===== src/rtl/unary_stream_matmul.sv =====
// ============================================================================
// unary_stream_matmul : C = A x B with thermometer-coded A gating binary B.
// Optional UNARY_EARLY_TERM_EN ends RUN at the largest A element. Rev 1.0
// ============================================================================
`default_nettype none

module unary_stream_matmul #(
  parameter int A_W   = 4,
  parameter int B_W   = 4,
  parameter int M     = 2,
  parameter int K     = 2,
  parameter int N     = 2,
  parameter int OUT_W = A_W + B_W + $clog2(K)
) (
  input  logic                   clk,
  input  logic                   reset_n,
  input  logic                   in_valid,
  output logic                   in_ready,
  input  logic [M*K*A_W-1:0]     a_flat,
  input  logic [K*N*B_W-1:0]     b_flat,
  output logic                   out_valid,
  input  logic                   out_ready,
  output logic [M*N*OUT_W-1:0]   c_flat,
  output logic                   busy
);

  localparam logic [1:0] S_IDLE = 2'd0;
  localparam logic [1:0] S_RUN  = 2'd1;
  localparam logic [1:0] S_DONE = 2'd2;

  localparam logic [A_W-1:0] T_LAST = A_W'((2 ** A_W) - 2);

  logic [1:0]            state;
  logic [1:0]            state_next;
  logic [M*K*A_W-1:0]    a_reg;
  logic [K*N*B_W-1:0]    b_reg;
  logic [A_W-1:0]        t;
  logic                  run_last;
  logic                  accept;
  logic [OUT_W-1:0]      sum [M][N];

  assign accept = in_valid && in_ready;

`ifdef UNARY_EARLY_TERM_EN
  logic [A_W-1:0] amax;
  logic [A_W-1:0] amax_in;

  always_comb begin
    amax_in = '0;
    for (int e = 0; e < M*K; e++) begin
      if (a_flat[e*A_W +: A_W] > amax_in) amax_in = a_flat[e*A_W +: A_W];
    end
  end

  always_ff @(posedge clk or negedge reset_n) begin
    if (!reset_n)   amax <= '0;
    else if (accept) amax <= amax_in;
  end

  // amax==0 still spends one RUN cycle, in which every unary bit is zero.
  assign run_last = (amax == '0) || (t == amax - A_W'(1));
`else
  assign run_last = (t == T_LAST);
`endif

  // State register
  always_ff @(posedge clk or negedge reset_n) begin
    if (!reset_n) state <= S_IDLE;
    else          state <= state_next;
  end

  // Next-state logic
  always_comb begin
    state_next = state;
    case (state)
      S_IDLE:  if (accept)    state_next = S_RUN;
      S_RUN:   if (run_last)  state_next = S_DONE;
      S_DONE:  if (out_ready) state_next = S_IDLE;
      default:                state_next = S_IDLE;
    endcase
  end

  // Output logic
  always_comb begin
    in_ready  = (state == S_IDLE);
    busy      = (state != S_IDLE);
    out_valid = (state == S_DONE);
  end

  // Per-output sum of B terms gated by the unary bit (t < A[i][k])
  always_comb begin
    for (int i = 0; i < M; i++) begin
      for (int j = 0; j < N; j++) begin
        sum[i][j] = '0;
        for (int k = 0; k < K; k++) begin
          if (t < a_reg[(i*K+k)*A_W +: A_W])
            sum[i][j] = sum[i][j] + OUT_W'(b_reg[(k*N+j)*B_W +: B_W]);
        end
      end
    end
  end

  always_ff @(posedge clk or negedge reset_n) begin
    if (!reset_n) begin
      a_reg  <= '0;
      b_reg  <= '0;
      t      <= '0;
      c_flat <= '0;
    end else if (state == S_IDLE) begin
      if (accept) begin
        a_reg  <= a_flat;
        b_reg  <= b_flat;
        t      <= '0;
        c_flat <= '0;
      end
    end else if (state == S_RUN) begin
      t <= t + A_W'(1);
      for (int i = 0; i < M; i++) begin
        for (int j = 0; j < N; j++) begin
          c_flat[(i*N+j)*OUT_W +: OUT_W] <= c_flat[(i*N+j)*OUT_W +: OUT_W] + sum[i][j];
        end
      end
    end
  end

endmodule

`default_nettype wire


===== config.mk =====
export PLATFORM = sky130hd
export DESIGN_NAME = unary_stream_matmul
export DESIGN_NICKNAME = d
export VERILOG_FILES = /design/src/rtl/unary_stream_matmul.sv
export SDC_FILE = /design/constraint.sdc
export NUM_CORES = 1
export LEC_CHECK = 0
export CORE_MARGIN = 3
export CORE_UTILIZATION = 40
export CTS_BUF_LIST = sky130_fd_sc_hd__clkbuf_2 sky130_fd_sc_hd__clkbuf_4 sky130_fd_sc_hd__clkbuf_8
export CTS_CLUSTER_SIZE = 25
export DETAILED_ROUTE_END_ITERATION = 7
export HOLD_SLACK_MARGIN = 0.03
export SYNTH_ARGS = -nofsm -noshare
export SYNTH_HDL_FRONTEND = slang
export SYNTH_SLANG_ARGS = --single-unit

===== constraint.sdc =====
create_clock -name clk -period 4.05 [get_ports clk]
set_input_delay 1.215 -clock clk [delete_from_list [all_inputs] [get_ports clk]]
set_output_delay 1.215 -clock clk [all_outputs]
set_load 0.01 [all_outputs]

Yosys cells after proc, flatten, opt, wreduce, memory -nomap -nowiden
Cells that the tools add are included.
- equality and inequality tests: 6
- $lt $le $gt $ge: 4
- multipliers: 0
- bitwise operators: 0
- reductions and logical operators: 7
- $add $sub $neg: 9
- div/mod/pow operators: 0
- shift operators: 0
- muxes and demuxes: 18
- operators with widths (operator ; number):
    36-bit two-way mux ; 3
    4-bit two-way mux ; 7
    9-bit by 4-bit adder with 9-bit output ; 3
    9-bit adder ; 3
    9-bit two-way mux ; 3
    4-bit less-than comparator ; 4
    9-bit by 5-bit adder with 9-bit output ; 1
    2-bit two-way mux ; 3
    2-bit one-hot mux with 3 select lines ; 1
    4-bit by 4-bit adder with 5-bit output ; 1
    5-bit two-way mux ; 1
    4-bit by 1-bit adder with 4-bit output, second input constant ; 1
    4-bit == test, second input constant ; 1
    2-bit by 1-bit inequality test with 1-bit output, second input constant ; 2
    2-bit AND reduction ; 2
    2-bit nonzero test ; 2
    3-bit AND reduction ; 1
    2-bit by 1-bit == test with 1-bit output, second input constant ; 1
    2-bit == test, second input constant ; 1
    2-bit logical NOT ; 1
    2-bit inequality test, second input constant ; 1
    1-bit logical AND ; 1
- output and inout port bits: 39
- input bits: 36
- memory bits (writable): 0
- bits in read-only memories: 0
- bits in latches: 0
- memories: 0
- word-level logic and storage cells: 49
- bits in registers: 74

Logic depth before layout (Yosys ltp)
Gate-level depths: netlist of the first run.
- depth in word-level cells: 7
- gate-level depth with buffers: 18
- depth with buffers taken out: 17

Worst setup path before layout of the first run
No wires, ideal clock.
- path type: reg2reg
- start: reg t[3]
- end: reg c_flat[26]
- period minus slack after synthesis: 3.507 ns
- library setup time: 0.079 ns
- data arrival time: 3.427 ns
- stages on the path, launching flop included: 16
- setup slack: 0.543 ns
- path buffers: 1
- path through: dfrtp_1 -> ha_1 -> o211ai_1 -> o21a_1 -> buf_4 -> and2_1 -> ha_1 -> inv_1 -> fa_1 -> mux2i_1 -> inv_1 -> fa_1 -> o21ai_0 -> a21oi_1 -> nor3_1 -> mux2i_1
- word-level cells in the longest chain between the ends: 7
- elaborated cells between the ends (all ways): 8
- those cells by class: add/sub (2); order compare (2); mux (4)
- RTL lines (item ; RTL line ; text):
    from (decl) ; 37 ; logic [A_W-1:0] t;
    from (signal assigned) ; 117 ; t <= t + A_W'(1);
    4-bit less-than comparator ; 96 ; if (t < a_reg[(i*K+k)*A_W +: A_W])
    4-bit two-way mux ; 96 ;
    9-bit by 4-bit adder with 9-bit output ; 97 ; sum[i][j] = sum[i][j] + OUT_W'(b_reg[(k*N+j)*B_W +: B_W]);
    9-bit two-way mux * ; 96 ;
    9-bit adder * ; 120 ; c_flat[(i*N+j)*OUT_W +: OUT_W] <= c_flat[(i*N+j)*OUT_W +: OUT_W] + sum[i][j];
    36-bit two-way mux * ; 116 ; end else if (state == S_RUN) begin
    36-bit two-way mux * ; 109 ; end else if (state == S_IDLE) begin
    to (signal, indexed assignment) ; 120 ;
    to (decl) ; 23 ; output logic [M*N*OUT_W-1:0] c_flat,
Every way passes the cells marked *; elsewhere a longest branch is shown, timed or not. The select of a mux whose other input is x is not followed.
A chain may end at the register's enable or synchronous reset.

Worst setup path after layout of the first run
- start: reg t[1]
- end: reg c_flat[25]
Same word-level chain as after synthesis.

==> results.md, run 1 <==
* Row count at 39
* CP Launch Type: flop
* First-pass GRT wire length at ~18 mm
* Tmin final at around 3800 ps
* Post-Syn Area at around 0.0048 mm^2
* Drc violations at 0
* Initial Util at ~41%
* Critical path's top delay family: adder cells
* Hold wc startpoint: c_flat[17]$_DFFE_PN0P_
* DRT iter0 DRCs at about 180
* Clock transition at path regs at around 80 ps
* Die ar. at roughly 0.013 mm^2
* Crit Path Max Fanout at 8
* Fillers at roughly 1,100
* Maximum clock insertion buffer count at 2
* R2R cell count at 15
* Nature of the critical path endpoint: flop
* Synth area leaders: dfrtp_1 39%, ha_1 13%, mux2_2 8.0%
* Crit share post-route at ~93%
* Area growth syn-to-layout at 23.6%
* Clk_skew at about 11 ps
* Worst skew pair latency at about 360 ps
* R2R Path Start: t[1]$_DFFE_PN0P_
* Post-DP HPWL at 7.71 mm
* Nets at approximately 660
* Final cell count without fillers at roughly 710
* WHS Path Cells at 1
* Buf/Inv on CP at 1
* #FFs+latches synth at between 70 and 80
* Number of global-route vias before repair at 3,659
* Largest family of logic cells by synthesized area: adder cells
* Crit path cell chain: ha_1 -> o211ai_1 -> o21a_2 -> and2_1 -> ha_1 -> inv_1 -> fa_1 -> maj3_1 -> o21ai_0 -> ha_1 -> and2_1 -> o21ai_0 -> o21ai_0 -> nand3_1 -> mux2i_1
* Final hold vios at 0
* Die W at ~120 um
* Slew HR at 35.3%
* Reg area at ~0.0019 mm^2
* Mux cell area share after synthesis at ~10%
* Reg2Reg Capture Point: c_flat[25]$_DFFE_PN0P_
* Synth Area in XOR/XNOR at 3.29%
* Post-Synthesis Cells at slightly below 500
* CTS Buf Count at 9
* Global route overflow at 0
* Seq/Total Area, Yosys at between 30% and 40%
* YS warnings at 0
* H-tree levels at 3
* Slowest cell on crit path: dfrtp_1
* Max-cap violations at 0
* Post-Syn Area per Cell at between 9 and 10 um^2
* IO Port Bufs at 74
* Number of flip-flops in the largest register at 36
* Required time worst endpoint at 4340 ps
* Pin count of the biggest net entering global routing at 75
* Initial antenna violation count at 0
* CTS tree: done
* Via/cell ratio at about 5.3
* WL final at 10.5 mm
* Number of flops mapped to enable cells by yosys at 0
* DR WL/cell at 14.9 um
* Core area at 0.0116 mm^2
* RePlAce Congestion at around 0.85
* Top-count cell post-synth: dfrtp_1
* Area of the multi-input gates at between 0.002 and 0.003 mm^2
* Placed cell area at 0.00571 mm^2
* # clock sinks at 74
* Max Transition Viols Final at 0
* TritonRoute pass-1 iters at 5
* Fraction of layout cells with a size suffix above 1 at roughly an eighth
* CP Data Arrival Time at approximately 4100 ps
* Area fraction in compound gates after synthesis at between 10% and 20%
* Crit-path max cell delay at approximately 470 ps
* Root buffer cell: clkbuf_8
* All-layer global routing usage at about 17%
* Net count after synthesis at 581
* Post-synth top cells: 74 x dfrtp_1, 62 x nand2_1, 50 x ha_1
* Run status: finished, final reports clean
* Hold path endpoint: c_flat[17]$_DFFE_PN0P_
* Sum Neg Setup Slack at 0 ps
* FMAX at about 260 MHz
* Endpoints failing setup at 0
* Synth Area in Simple Gates at approximately 14%
* Design Area, Final at about 0.0059 mm^2
* Leading area contributor after synthesis: dfrtp_1
* Die Y at about 120 um
* Via Count at 3,727
* Worst-Margin Slew at 971 ps
* Antenna viol nets, final at 0
* Synth Flop Type: dfrtp_1
* Worst Hold Class: flop to flop
* Top-area cell type share of the netlist area at between 30% and 40%
* Post-Synth Adder-Cell Area at 17.2%
* Antenna diode count at 0
* R2R Setup Slk at 270 ps
* Placed insts at 693
* Post-synth cell types at 39
* WS Path Type: flop to flop
* Asr flop ratio synth at 100%
* IO Count at 75
metal layers:
metal	up-vias	wire length, um	global-route usage [%]
met5	-	0	0
li1	1855	-	-
met3	12	420	2.66
met4	0	184	6.81
met1	1777	5320	24.4
met2	83	4620	25.6
through the flow:
stage | utilization [%] | hold WS, ps | setup WS (ps)
CTS | 51.2 | 480 | 124
finish | 51.3 | 477 | 271
global placement | 49.3 | 459 | 247
global route | 51.3 | 486 | -30.4
floorplan | - | 471 | 543
detailed placement | 49.3 | 472 | 169
worst reg2reg max path: cells and delay by family, from the launching register on:
| family | cells | cell delay, ps |
|---|---|---|
| compound gates | 5 | 970 |
| fa+ha+maj | 5 | 1570 |
| buf+inv | 1 | 60 |
| flops | 1 | 470 |
| mux | 1 | 180 |
| simple gates | 3 | 470 |
layout make-up:
class	count	area share [%]
clock buffers	14	2.93
multi-input cells	360	46.5
repair buffers	81	13.5
inverters	35	2.21
well taps	143	3.02
clock inverters	2	0.591
flip-flops and latches	74	31.2
layout by cell type, fill, tap and decap left out, types with 2 or more instances in the layout:
master / count
nand3_1: 39
buf_4: 7
o21a_1: 2
o31ai_1: 6
mux2_2: 34
o21a_2: 2
dfrtp_1: 73
a21oi_1: 18
a31oi_1: 5
clkbuf_8: 11
o21ai_0: 26
a21o_1: 14
maj3_1: 4
or4b_1: 2
a21oi_2: 2
nor3b_1: 2
inv_1: 35
or4_1: 3
xor2_1: 10
o211ai_1: 11
fa_1: 8
nand2b_1: 5
and2_1: 10
clkdlybuf4s50_1: 73
xnor2_1: 8
nand4_1: 2
clkbuf_4: 3
nand2_1: 61
ha_1: 50
nor2_1: 10
mux2i_1: 11
what timing repair did:
action / CTS / global route
endpoints found under the setup margin: 0 / 12
hold buffers: 0 / 0
setup buffers: 0 / 0
endpoints found under the hold margin: 0 / 0
gates resized for setup: 0 / 8
cells by family after synthesis:
group / after synthesis
AOI/OAI and AO/OA: 95
muxes: 45
DFF: 74
xor gates and xnor gates: 18
buffers and inverters: 53
and+or+nand+nor: 140
adders and majority gates: 62
worst max path at each step:
stage	from	to	slack [ps]	depth (start not counted)
after floorplan	t[3]$_DFFE_PN0P_	c_flat[26]$_DFFE_PN0P_	540	15
after global placement	t[3]$_DFFE_PN0P_	c_flat[26]$_DFFE_PN0P_	250	17
after CTS	t[3]$_DFFE_PN0P_	c_flat[26]$_DFFE_PN0P_	120	17
after global routing	t[1]$_DFFE_PN0P_	c_flat[26]$_DFFE_PN0P_	-30	17
after detailed placement	t[3]$_DFFE_PN0P_	c_flat[26]$_DFFE_PN0P_	170	17
final	t[1]$_DFFE_PN0P_	c_flat[25]$_DFFE_PN0P_	270	15
Power of run 1 is left out: the tool's default activity adds up to more than one toggle a clock period on the data nets, which glitch-free logic cannot reach.
==> run 2: changes to the inputs <==
Settings changed: SETUP_SLACK_MARGIN from default to 0.3.
==> results.md, run 2 (same netlist as run 1, synthesis figures left out) <==
* Run status: finished, final reports clean
* DR WL/cell at approximately 15 um
* Required time worst endpoint at 4330 ps
* GR peak layer: met2
* IO Count at 75
* Number of global-route vias before repair at around 3,700
* # clock sinks at 74
* Fraction of layout cells with a size suffix above 1 at a little under a fifth
* Drc violations at 0
* CTS Buf Count at 9
* Pre-CTS WS at 169 ps
* All-layer global routing usage at between 10% and 20%
* DRT iter0 DRCs at between 150 and 200
* IO Port Bufs at 74
* Placed cell area at about 0.0057 mm^2
* Cts hold-fix bufs at 0
* H-tree levels at 3
* Met2 Track Usage GR at 26.0%
* Maximum clock insertion buffer count at 2
* Most frequent cells in the layout: 73 x clkdlybuf4s50_1, 72 x dfrtp_1, 58 x nand2_1, 46 x ha_1, 36 x nand3_1
* Global route overflow at 0
* PnR worst setup slack at roughly 490 ps
* Area growth syn-to-layout at 28.5%
* Max Transition Viols Final at 0
* Nets at 668
* TritonRoute pass-1 iters at 4
* Antenna viol nets, final at 0
* Via Count at 3,840
* Die W at between 100 and 150 um
* Nature of the critical path endpoint: flop
* GRT met3 Usage at roughly 2.7%
* Final cell count without fillers at 722
* CP Launch Type: flop
* CP Data Arrival Time at just under 4000 ps
* Row count at 39
* Die ar. at ~0.013 mm^2
* Worst-Margin Slew at roughly 970 ps
* Final hold vios at 0
* Number of flip-flops in the largest register at 36
* Slew HR at between 30% and 40%
* Root buffer cell: clkbuf_8
* FMAX at between 200 and 300 MHz
* Commonest non-fill, non-tap cell in the layout: clkdlybuf4s50_1
* Initial antenna violation count at 0
* Via/cell ratio at between 5 and 6
* Antenna diode count at 0
* Crit share post-route at between 80 and 90%
* Initial Util at about two fifths
* Sum Neg Setup Slack at 0 ps
* Core area at roughly 0.012 mm^2
* Die Y at 116 um
* Placed insts at between 600 and 700
* Post-DP HPWL at around 7.7 mm
* Endpoints failing setup at 0
* WL final at 10.9 mm
* Clk_skew at roughly 12 ps
* Max-cap violations at 0
* RSZ-0062 raised after global routing: yes
* Clock transition at path regs at ~80 ps
* Grt met1 use at 24.4%
* Design Area, Final at ~0.006 mm^2
* Pin count of the biggest net entering global routing at 75
* Worst Hold Class: flop to flop
* CTS tree: done
* First-pass GRT wire length at around 18 mm
* Crit Path Max Fanout at 8
* Worst skew pair latency at 360 ps
* Tmin final at ~3600 ps
* WS Path Type: flop to flop
* RePlAce Congestion at 0.851
run 2: cell types whose count changed in the layout (fill, tap and decap cells not counted), moves of 4 or more:
cell     delta
ha_4        +4
o21ai_0     -5
a21oi_1     -5
buf_4      +13
a21oi_2     +5
ha_1        -4
run 2: final cells by class:
| cell class | instances | area [um^2] |
|---|---|---|
| fillers | 1043 | 5400 |
| multi-input cells | 360 | 2890 |
| flip-flops and latches | 74 | 1850 |
| repair buffers | 94 | 901 |
| well taps | 143 | 179 |
| clock buffers | 14 | 174 |
| inverters | 35 | 131 |
| clock inverters | 2 | 35.0 |
run 2: worst max-delay path, cell delays in order, from the launching register on:
cell and delay [ps]:
dfrtp_2 460, ha_4 280, o211ai_1 80, o21a_2 260
nand2_2 90, inv_1 70, ha_1 280, a21o_1 130
a31oi_1 100, or4_1 560, nand3_2 140, ha_1 260
nand3b_1 130, a21boi_2 80, o211a_1 250, nand3_1 110
mux2i_1 210
run 2: final timing paths:
check	start	endpoint	slack (ps)	depth (start not counted)
max	t[3]$_DFFE_PN0P_	c_flat[8]$_DFFE_PN0P_	490	16
max in group asynchronous	reset_n	t[3]$_DFFE_PN0P_	2360	1
min reg2reg	c_flat[17]$_DFFE_PN0P_	c_flat[17]$_DFFE_PN0P_	480	1
max reg2reg	t[3]$_DFFE_PN0P_	c_flat[8]$_DFFE_PN0P_	490	16
min in group asynchronous	reset_n	state[1]$_DFFE_PN0P_	1010	1
min	c_flat[17]$_DFFE_PN0P_	c_flat[17]$_DFFE_PN0P_	480	1
run 2: stage by stage:
| step | utilization (%) | hold WS (ps) |
|---|---|---|
| after floorplan | - | 471 |
| after detailed placement | 49.3 | 472 |
| final | 53.3 | 480 |
| after global placement | 49.3 | 459 |
| after CTS | 51.6 | 480 |
| after global routing | 53.3 | 486 |
run 2: layer usage:
metal,wire (um),vias to the layer above
met4,192,0
met5,0,-
met3,573,15
met2,4820,94
li1,-,1885
met1,5330,1846
run 2: timing repair:
| action | 4_1_cts | 5_1_grt |
|---|---|---|
| cloned | 0 | 0 |
| buffers inserted | 4 | 9 |
| gates resized for setup | 9 | 33 |
| pin swaps | 0 | 19 |
| hold endpoints to repair | 0 | 0 |
| endpoints found under the setup margin | 13 | 15 |
Power of run 2 is left out for the same reason.
==> run 3: changes to the inputs <==
Clock period 4.05 ns to 3.7 ns, I/O delays scaled along.
==> results.md, run 3 (same netlist as run 1, synthesis figures left out) <==
* Run status: finished, final reports clean
* Reg2Reg Capture Point: c_flat[31]$_DFFE_PN0P_
* DR WL/cell at 16.3 um
* Max Transition Viols Final at 0
* Worst-Margin Slew at around 980 ps
* CTS tree: done
* Initial Util at approximately 41%
* Max-cap violations at 0
* RePlAce Congestion at 0.833
* Commonest non-fill, non-tap cell in the layout: clkdlybuf4s50_1
* Hold path endpoint: c_flat[8]$_DFFE_PN0P_
* Die W at between 100 and 150 um
* Global route overflow at 0
* Core area at 0.0116 mm^2
* Via Count at 4,001
* All-layer global routing usage at roughly 19%
* Nets at ~700
* R2R Path Start: t[3]$_DFFE_PN0P_
* IO Port Bufs at 74
* H-tree levels at 3
* FMAX at a little under 300 MHz
* Die Y at roughly 120 um
* Antenna viol nets, final at 0
* Drc violations at 0
* Crit share post-route at between 90 and 100%
* Slew HR at 34.4%
* IO Count at 75
* Final hold vios at 0
* WL final at 12.3 mm
* Via/cell ratio at 5.32
* RSZ-0062 raised after global routing: yes
* Reg area at 0.00185 mm^2
* Area growth syn-to-layout at 43.3%
* Endpoints failing setup at 0
* Tmin final at 3460 ps
* Fraction of layout cells with a size suffix above 1 at between 30% and 40%
* Crit-path max cell delay at about 530 ps
* Area of the multi-input gates at about 0.0033 mm^2
* Antenna diode count at 0
* Die ar. at between 0.01 and 0.015 mm^2
* CP Launch Type: flop
* Clk_skew at roughly 8.6 ps
* WS Path Type: flop to flop
* CTS Buf Count at 9
* Required time worst endpoint at approximately 4000 ps
* DRT iter0 DRCs at around 150
* # clock sinks at 74
* Pre-CTS WS at -102 ps
* Nature of the critical path endpoint: flop
* Number of global-route vias before repair at approximately 3,900
* Worst Hold Class: flop to flop
* TritonRoute pass-1 iters at 4
* PnR worst setup slack at ~240 ps
* Clock transition at path regs at about 80 ps
* Post-DP HPWL at 8.09 mm
* Hold wc startpoint: c_flat[8]$_DFFE_PN0P_
* Crit Path Max Fanout at 6
* First-pass GRT wire length at slightly below 20 mm
* R2R Setup Slk at 240 ps
* Maximum clock insertion buffer count at 2
* Slowest cell on crit path: or4b_1
* R2R cell count at 16
* Row count at 39
* Most frequent cells in the layout: 73 x clkdlybuf4s50_1, 72 x dfrtp_1, 58 x nand2_1, 47 x buf_4
* Crit path cell chain: ha_4 -> o211ai_1 -> o21a_2 -> buf_4 -> nand2_1 -> inv_1 -> ha_1 -> a21o_1 -> a31oi_2 -> or4b_1 -> nand3_2 -> ha_4 -> a21o_1 -> buf_6 -> xnor2_2 -> o21ai_1
* Worst skew pair latency at 370 ps
* WHS Path Cells at 1
* Hold WS at roughly 470 ps
* Number of flip-flops in the largest register at 36
* Fin util at about three fifths
* Pin count of the biggest net entering global routing at 75
* Fillers at 992
* CP Data Arrival Time at 3680 ps
* Root buffer cell: clkbuf_8
* Initial antenna violation count at 0
[run 3: cell count changes in the layout (fill, tap and decap cells not counted), sizes merged]
cell      before  now
clkinvlp       0    1
clkbuf        14   13
buf           21   51
[run 3: through the flow]
stage	std cells	cell area [um^2]	TNS, ps
after detailed placement	699	5800	-224
final	752	6870	0
after global placement	699	5800	0
after global routing	752	6870	0
after CTS	737	6500	0
after floorplan	487	4840	0
[run 3: layer usage]
metal / vias up / global-route usage (%) / share of wire, %
met3: 16 / 4.49 / 4.6
met4: 0 / 5.40 / 1.7
li1: 1951 / - / -
met2: 89 / 28.4 / 46
met1: 1945 / 26.3 / 47
met5: - / 0 / 0
[run 3: critical path, delay by kind of cell, from the launching register on]
| kind | cells | cell delay [ps] |
|---|---|---|
| buffers and inverters | 3 | 340 |
| adders and majority gates | 3 | 770 |
| AOI/OAI and AO/OA | 6 | 870 |
| DFF | 1 | 460 |
| xor gates and xnor gates | 1 | 140 |
| and+or+nand+nor | 3 | 730 |
[run 3: final cells by class]
class / instances / area share [%]
Clock buffer: 13 / 2.51
Tap cell: 143 / 2.60
Sequential cell: 74 / 27.0
Timing Repair Buffer: 124 / 16.7
Multi-Input combinational cell: 360 / 48.6
Clock inverter: 3 / 0.673
Inverter: 35 / 1.95
[run 3: how the worst max path moves through the flow]
stage / cells past startpoint / slack (ps) / from / to
finish: 16 / 240 / t[3]$_DFFE_PN0P_ / c_flat[31]$_DFFE_PN0P_
global route: 16 / 80 / t[3]$_DFFE_PN0P_ / c_flat[35]$_DFFE_PN0P_
CTS: 16 / 230 / t[1]$_DFFE_PN0P_ / c_flat[35]$_DFFE_PN0P_
detailed placement: 15 / -100 / t[3]$_DFFE_PN0P_ / c_flat[25]$_DFFE_PN0P_
global placement: 15 / 30 / t[3]$_DFFE_PN0P_ / c_flat[7]$_DFFE_PN0P_
floorplan: 15 / 290 / t[3]$_DFFE_PN0P_ / c_flat[26]$_DFFE_PN0P_
[run 3: what timing repair did]
action | CTS | global route
endpoints found under the setup margin | 20 | 24
hold buffers | 0 | 0
setup buffers | 22 | 15
resized for setup | 67 | 57
pin swaps | 54 | 51
Power of run 3 is left out for the same reason.
